[src/rtl/param_fifo.sv]
// param_fifo: single-clock synchronous FIFO with any DEPTH >= 2 (not only
// powers of two), programmable almost-full/almost-empty thresholds,
// registered or first-word-fall-through read data, and one-cycle
// overflow/underflow pulses for rejected requests.
module param_fifo #(
  parameter int WIDTH    = 8,
  parameter int DEPTH    = 64,
  parameter int AF_LEVEL = 60,
  parameter int AE_LEVEL = 4,
  parameter int FWFT     = 0,
  localparam int CW      = $clog2(DEPTH + 1)
) (
  input  logic             clk,
  input  logic             rst,
  input  logic             wr_en,
  input  logic             rd_en,
  input  logic [WIDTH-1:0] data_in,
  output logic [WIDTH-1:0] data_out,
  output logic             empty,
  output logic             full,
  output logic             almost_empty,
  output logic             almost_full,
  output logic [CW-1:0]    count,
  output logic             overflow,
  output logic             underflow
);

  // Pointer width; guarded so a bad DEPTH reaches the parameter check below
  // instead of failing on a zero-width vector first.
  localparam int PW = (DEPTH < 2) ? 1 : $clog2(DEPTH);
  localparam logic [PW-1:0] LAST = PW'(DEPTH - 1);

  if (DEPTH < 2 || AE_LEVEL < 0 || AE_LEVEL >= AF_LEVEL || AF_LEVEL > DEPTH) begin : g_bad_params
    $error("param_fifo: need DEPTH >= 2 and 0 <= AE_LEVEL < AF_LEVEL <= DEPTH");
  end

  logic [WIDTH-1:0] mem [DEPTH];
  logic [PW-1:0]    wr_ptr, rd_ptr;
  logic             wr_acc, rd_acc;

  // Requests are qualified only by the current registered flags, so a write
  // at full is rejected even if a read frees a slot the same cycle, and a
  // read at empty never sees the word being written (no bypass).
  assign wr_acc = wr_en & ~full;
  assign rd_acc = rd_en & ~empty;

  // Status flags decode straight from the registered occupancy.
  assign empty        = (count == '0);
  assign full         = (count == CW'(DEPTH));
  assign almost_empty = (count <= CW'(AE_LEVEL));
  assign almost_full  = (count >= CW'(AF_LEVEL));

  // Storage is deliberately not reset; stale words are unreachable because
  // reset clears both pointers and the occupancy.
  always_ff @(posedge clk) begin
    if (wr_acc) mem[wr_ptr] <= data_in;
  end

  // Pointers, occupancy and the rejected-request pulses.
  always_ff @(posedge clk) begin
    if (!rst) begin
      wr_ptr    <= '0;
      rd_ptr    <= '0;
      count     <= '0;
      overflow  <= 1'b0;
      underflow <= 1'b0;
    end else begin
      if (wr_acc) wr_ptr <= (wr_ptr == LAST) ? '0 : wr_ptr + 1'b1;
      if (rd_acc) rd_ptr <= (rd_ptr == LAST) ? '0 : rd_ptr + 1'b1;
      case ({wr_acc, rd_acc})
        2'b10:   count <= count + 1'b1;
        2'b01:   count <= count - 1'b1;
        default: count <= count;
      endcase
      overflow  <= wr_en & full;
      underflow <= rd_en & empty;
    end
  end

  if (FWFT != 0) begin : g_fwft
    // Head word is visible without a read; forced to zero while empty so the
    // output never shows stale storage.
    assign data_out = empty ? '0 : mem[rd_ptr];
  end else begin : g_std
    logic [WIDTH-1:0] dout_q;

    // Registered read data: loads the popped word, holds otherwise.
    always_ff @(posedge clk) begin
      if (!rst)        dout_q <= '0;
      else if (rd_acc) dout_q <= mem[rd_ptr];
    end

    assign data_out = dout_q;
  end

endmodule

[config.mk]
export PLATFORM = sky130hd
export DESIGN_NAME = param_fifo
export DESIGN_NICKNAME = d
export VERILOG_FILES = /design/src/rtl/param_fifo.sv
export SDC_FILE = /design/constraint.sdc
export NUM_CORES = 1
export LEC_CHECK = 0
export ABC_AREA = 1
export CAP_MARGIN = 20
export CORE_AREA = 4 4 170 255
export CTS_CLUSTER_SIZE = 16
export DETAILED_ROUTE_END_ITERATION = 10
export DIE_AREA = 0 0 174 259
export DONT_BUFFER_PORTS = 1
export HOLD_SLACK_MARGIN = 0.06
export PLACE_DENSITY = 0.79
export REMOVE_ABC_BUFFERS = 1
export SYNTH_ARGS = -nofsm -noshare
export SYNTH_HDL_FRONTEND = slang
export SYNTH_SLANG_ARGS = --single-unit
[constraint.sdc]
create_clock -name clk -period 3.95 [get_ports clk]
set_input_delay 0.79 -clock clk [delete_from_list [all_inputs] [get_ports clk]]
set_output_delay 0.79 -clock clk [all_outputs]
set_load 0.005 [all_outputs]
* Yosys cells after proc, flatten, opt, wreduce, memory -nomap -nowiden
Memory sizes are Yosys's and may differ from the RTL's. A register that Yosys moved wholly into a read port is not among the register bits.
Index checks and enable logic that the tools add are counted.
** Storage, ports and cells
- Register bits after elaboration :: 21
- Bits in latches :: 0
- Memory bits (writable) :: 512
- Bits in read-only memories :: 0
- Input bits :: 12
- Logic and storage cells :: 31
- Memories :: 1
** Memories
- mem :: depth 64, width 8, rd ports 1, clocked after Yosys merged registers in 1, write ports 1, line 37 : logic [WIDTH-1:0] mem [DEPTH];
** Cells by class
- $add $sub $neg :: 4
- Multipliers :: 0
- Div/mod/pow operators :: 0
- Magnitude comparators :: 2
- Equal/unequal tests :: 5
- Shift operators :: 0
- Multiplexer cells :: 5
- Bitwise operators :: 6
- Reductions and logical operators :: 3
** Operators by type and width (number)
- $pmux 7 s2 :: 1
- $add 6x1->6 const B :: 2
- $eq 6x6->1 const B :: 2
- $mux 6 :: 2
- $add 7x1->7 const B :: 1
- $eq 7x7->1 const B :: 1
- $ge 7x6->1 const B :: 1
- $le 7x3->1 const B :: 1
- $logic_not 7->1 :: 1
- $sub 7x1->7 const B :: 1
- $and 1x1->1 :: 4
- $eq 2x1->1 const B :: 1
- $eq 2x2->1 const B :: 1
- $mux 1 :: 2
- $not 1->1 :: 2
- $reduce_bool 2->1 :: 1
- $logic_not 1->1 :: 1

* Longest topological paths before layout
- Depth after elaboration :: 5
- Gate-level depth with buffers :: 18
- Depth with buffers taken out :: 16

* Worst setup path before layout
OpenSTA, ideal clock, no wires.
- Kind :: input-to-reg
- Start point :: input wr_en
- End point :: register count[4]
- Arrival :: 2.524 ns
- Setup slack :: 1.311 ns
- Stages :: 14
- Buffers on the path :: 2
- Cell sequence :: inv_1 > nor2_2 > buf_4 > inv_2 > ha_1 > buf_4 > xor2_1 > ha_1 > a21oi_1 > inv_1 > a21oi_1 > xor2_1 > o21ai_0 > inv_1
** Between the ends
- Longest elaborated chain between the ends :: 3
** RTL lines
- from (decl) :: line 15 : input logic wr_en,
- $and 1x1->1 (*) :: line 44 : assign wr_acc = wr_en & ~full;
- $eq 2x1->1 / $eq 2x2->1 (equally long branches) :: line 70 : case ({wr_acc, rd_acc})
- $pmux 7 s2 / $reduce_bool 2->1 (equally long branches)
- to (signal assigned) :: line 71 : 2'b10: count <= count + 1'b1;
- to (signal assigned) :: line 72 : 2'b01: count <= count - 1'b1;
- to (signal assigned) :: line 73 : default: count <= count;
- to (decl) :: line 23 : output logic [CW-1:0] count,
Every way passes the cells marked *; elsewhere a longest branch is shown, timed or not.
A chain may end at the register's enable or synchronous reset.

* Worst setup path after layout
- Start point :: register count[0]
- End point :: register count[4]
** Between the ends
- Longest elaborated chain between the ends :: 5
** RTL lines
- $eq 7x7->1 (*) :: line 49 : assign full = (count == CW'(DEPTH));
- named net full :: line 20 : output logic full,
- $not 1->1 (*) :: line 44
- $and 1x1->1 (*) :: line 44
- $eq 2x1->1 / $eq 2x2->1 (equally long branches) :: line 70
- $pmux 7 s2 / $reduce_bool 2->1 (equally long branches)
Mark *: on every way through the listed nets, which the timed path passes. The rest lies on a longest branch.

==> results.md <==
- Critical path buffers and inverters: 3
- Detail Route Antenna Nets: 0
- Critical Path AT: 3680 ps
- NumNets Final: 1927
- Required @ worst endpoint: 4410 ps
- Tmin final: 3230 ps
- Post-route cell area: 24000 um2
- Hold Vio Cnt, Final: 0
- Max-Cap Viols: 0
- Hold buffer count at CTS: 0
- Primary FF master, synth: edfxtp_1
- Area grow syn2layout: 7.08%
- Vias in the first global route: 13.9k
- P_leak: 8.44 nW
- TritonCTS Buffers: 45
- FF+latch count, synth: 541
- Syn Area/Cell: 11.4 um2
- DRC: 0
- Top cell type's share of synthesized area: 0.686
- Row cnt: 91
- Drt wl/cell: 21.4 um
- Slowest stage cell, crit path: nor2_2
- Worst VDD drop: 0.351 mV
- Slew Limit Headroom: 0.450
- Max-slew violations: 0
- Fillers: 3106
- First-pass GRT wire length: 79.4 mm
- Total track usage: 0.228
- Final core occ: 0.585
- Clock buffer depth: 3
- Mapped Area: 22400 um2
- Die Area: 45100 um2
- Synth top area cells: edfxtp_1 69%, nand3_1 11%, nand2_1 10%
- Post-CTS setup buffers: 0
- Initial Util: 0.546
- Via count: 14.6k
- DRT iter0 DRCs: 1835
- Initial antenna violation count: 0
- ANT cells: 0
- Startpoint type of the worst setup path: register
- Worst Clk Skew: 17.2 ps
- Layout cells sized above 1: 0.0545
- Die height: 259 um
- Actual slew at the worst max-slew pin: 825 ps
- Port bufs: 0
- Min-Delay Path Class: in2reg
- Sequential fraction of the synthesis area: 0.712
- Setup-failing EPs final: 0
- Clock transition at the registers of the reported paths: 70 ps
- DP Area: 22600 um2
- CTS resizes: 0
- RD Place Congestion: 0.911
- RSZ-0062 raised after global routing: no
- Worst setup margin: 722 ps
- Worst-Skew Late Latency: 570 ps
- Synth unique cells: 34
- Top cell family by delay on the critical path: simple AND/OR/NAND/NOR gates
- Routed wire length: 52.5 mm
- YS warnings: 0
- Hold WS: 316 ps
- Core ar.: 41000 um2
- Final period util: 0.817
- Status: complete, no violations
- Max Clock Freq: 310 MHz
- DRT Pass-1 Iters: 9
- Root buffer cell: clkbuf_16
- Chip Width: 174 um
- Number of enable flip-flop cells after synthesis: 512
- Mapped Cells: 1964
- Ports: 33
- CTS H-tree depth: 2
- Crit. End Element: register
- Place WS: 777 ps
- PwrDens: 581 nW/um2
- Crit path largest cell delay: 530 ps
- Post-DP HPWL: 30.9 mm
- Critical path type: reg2reg
- CP Cell Sequence: nor2_1 -> nand3_1 -> nor3_2 -> nor2_2 -> inv_2 -> ha_1 -> xor2_1 -> ha_1 -> a21oi_1 -> inv_1 -> a21oi_1 -> xor2_1 -> o21ai_0 -> inv_1
- Yosys top cell by area: edfxtp_1
- Remaining global-route overflow: 0
- Sink Count: 541
- Vias per inst: 5.96
- Critical Path Fanout Max: 12
- FFs w/ async S/R, synth: 0
- Largest net degree at the start of global routing: 181
- TritonCTS clock tree: yes
synth_stat cells (8+ instances only):
master	n
nand2_1	615
edfxtp_1	512
nand3_1	483
nor2_1	92
buf_2	59
inv_1	32
dfxtp_1	29
buf_4	25
clkbuf_1	19
a21oi_1	15
o21ai_0	13
buf_1	8
final timing paths:
check                                 to                    from  slack (ps)  cells past startpoint
setup / recovery   count[4]$_SDFFE_PN0P_   count[0]$_SDFFE_PN0P_         720                     14
hold / removal      mem[35][4]$_DFFE_PP_              data_in[4]         320                      0
setup reg to reg   count[4]$_SDFFE_PN0P_   count[0]$_SDFFE_PN0P_         720                     14
hold reg to reg   wr_ptr[0]$_SDFFE_PN0P_  wr_ptr[0]$_SDFFE_PN0P_         590                      2
registers in the layout (all words and copies together) (netlist names):
name / flops
count: 7
overflow: 1
rd_ptr: 6
underflow: 1
wr_ptr: 6
mem: 512
data_out: 8
where the power goes:
group	switching [W]	internal [W]	total, W
sequential	0.000128	0.00637	0.00650
clock	0.00193	0.00236	0.00430
combinational	0.00225	0.000890	0.00314
total	0.00431	0.00963	0.0139
cell type report:
type | instances | area (um2) | share of cell area
Timing Repair Buffer | 16 | 170 | 0.00710
Clock inverter | 28 | 258 | 0.0107
Clock buffer | 53 | 1160 | 0.0482
Tap cell | 511 | 639 | 0.0267
Sequential cell | 541 | 16000 | 0.666
Inverter | 40 | 158 | 0.00657
Multi-Input combinational cell | 1266 | 5640 | 0.235
kinds of logic (layout without fill, tap and decap cells):
| group | count (synthesis) | in the layout | share of synthesized area |
|---|---|---|---|
| buf+inv | 157 | 137 | 0.0359 |
| fa+ha+maj | 5 | 5 | 0.00279 |
| compound gates | 33 | 33 | 0.00765 |
| simple gates | 1217 | 1217 | 0.237 |
| flops | 541 | 541 | 0.712 |
| xor+xnor | 11 | 11 | 0.00464 |
cell usage in the layout (no fill, tap or decap), types with 6 or more instances in the layout:
master,instances
nand4_2,7
xor2_1,7
a21oi_1,15
nand3_1,483
clkinv_1,12
nand2_1,615
inv_1,31
clkbuf_16,45
buf_4,12
dfxtp_1,26
inv_2,6
clkinv_2,8
nor2_1,92
o21ai_0,13
clkbuf_1,8
edfxtp_1,512
worst reg2reg max path, stage by stage, from the launching register on:
cell	delay, ps
dfxtp_1	490
nor2_1	110
nand3_1	140
nor3_2	90
nor2_2	530
inv_2	140
ha_1	400
xor2_1	220
ha_1	210
a21oi_1	230
inv_1	100
a21oi_1	180
xor2_1	90
o21ai_0	170
inv_1	50
through the flow:
stage               total power [W]  std cells  TNS (ps)
floorplan                   0.00888       1847    -48840
global placement            0.00963       2374         0
detailed placement          0.00969       2374         0
CTS                          0.0139       2455         0
global route                 0.0145       2455         0
finish                       0.0139       2455         0
per-layer routing:
layer / track usage / vias up / wire (um)
met3: 0.0347 / 150 / 4860
met1: 0.282 / 6862 / 18800
met4: 0.120 / 0 / 2860
met2: 0.391 / 864 / 26000
met5: 0 / - / 0
li1: - / 6755 / -
Note: power is estimated with default switching activity, not from simulation.
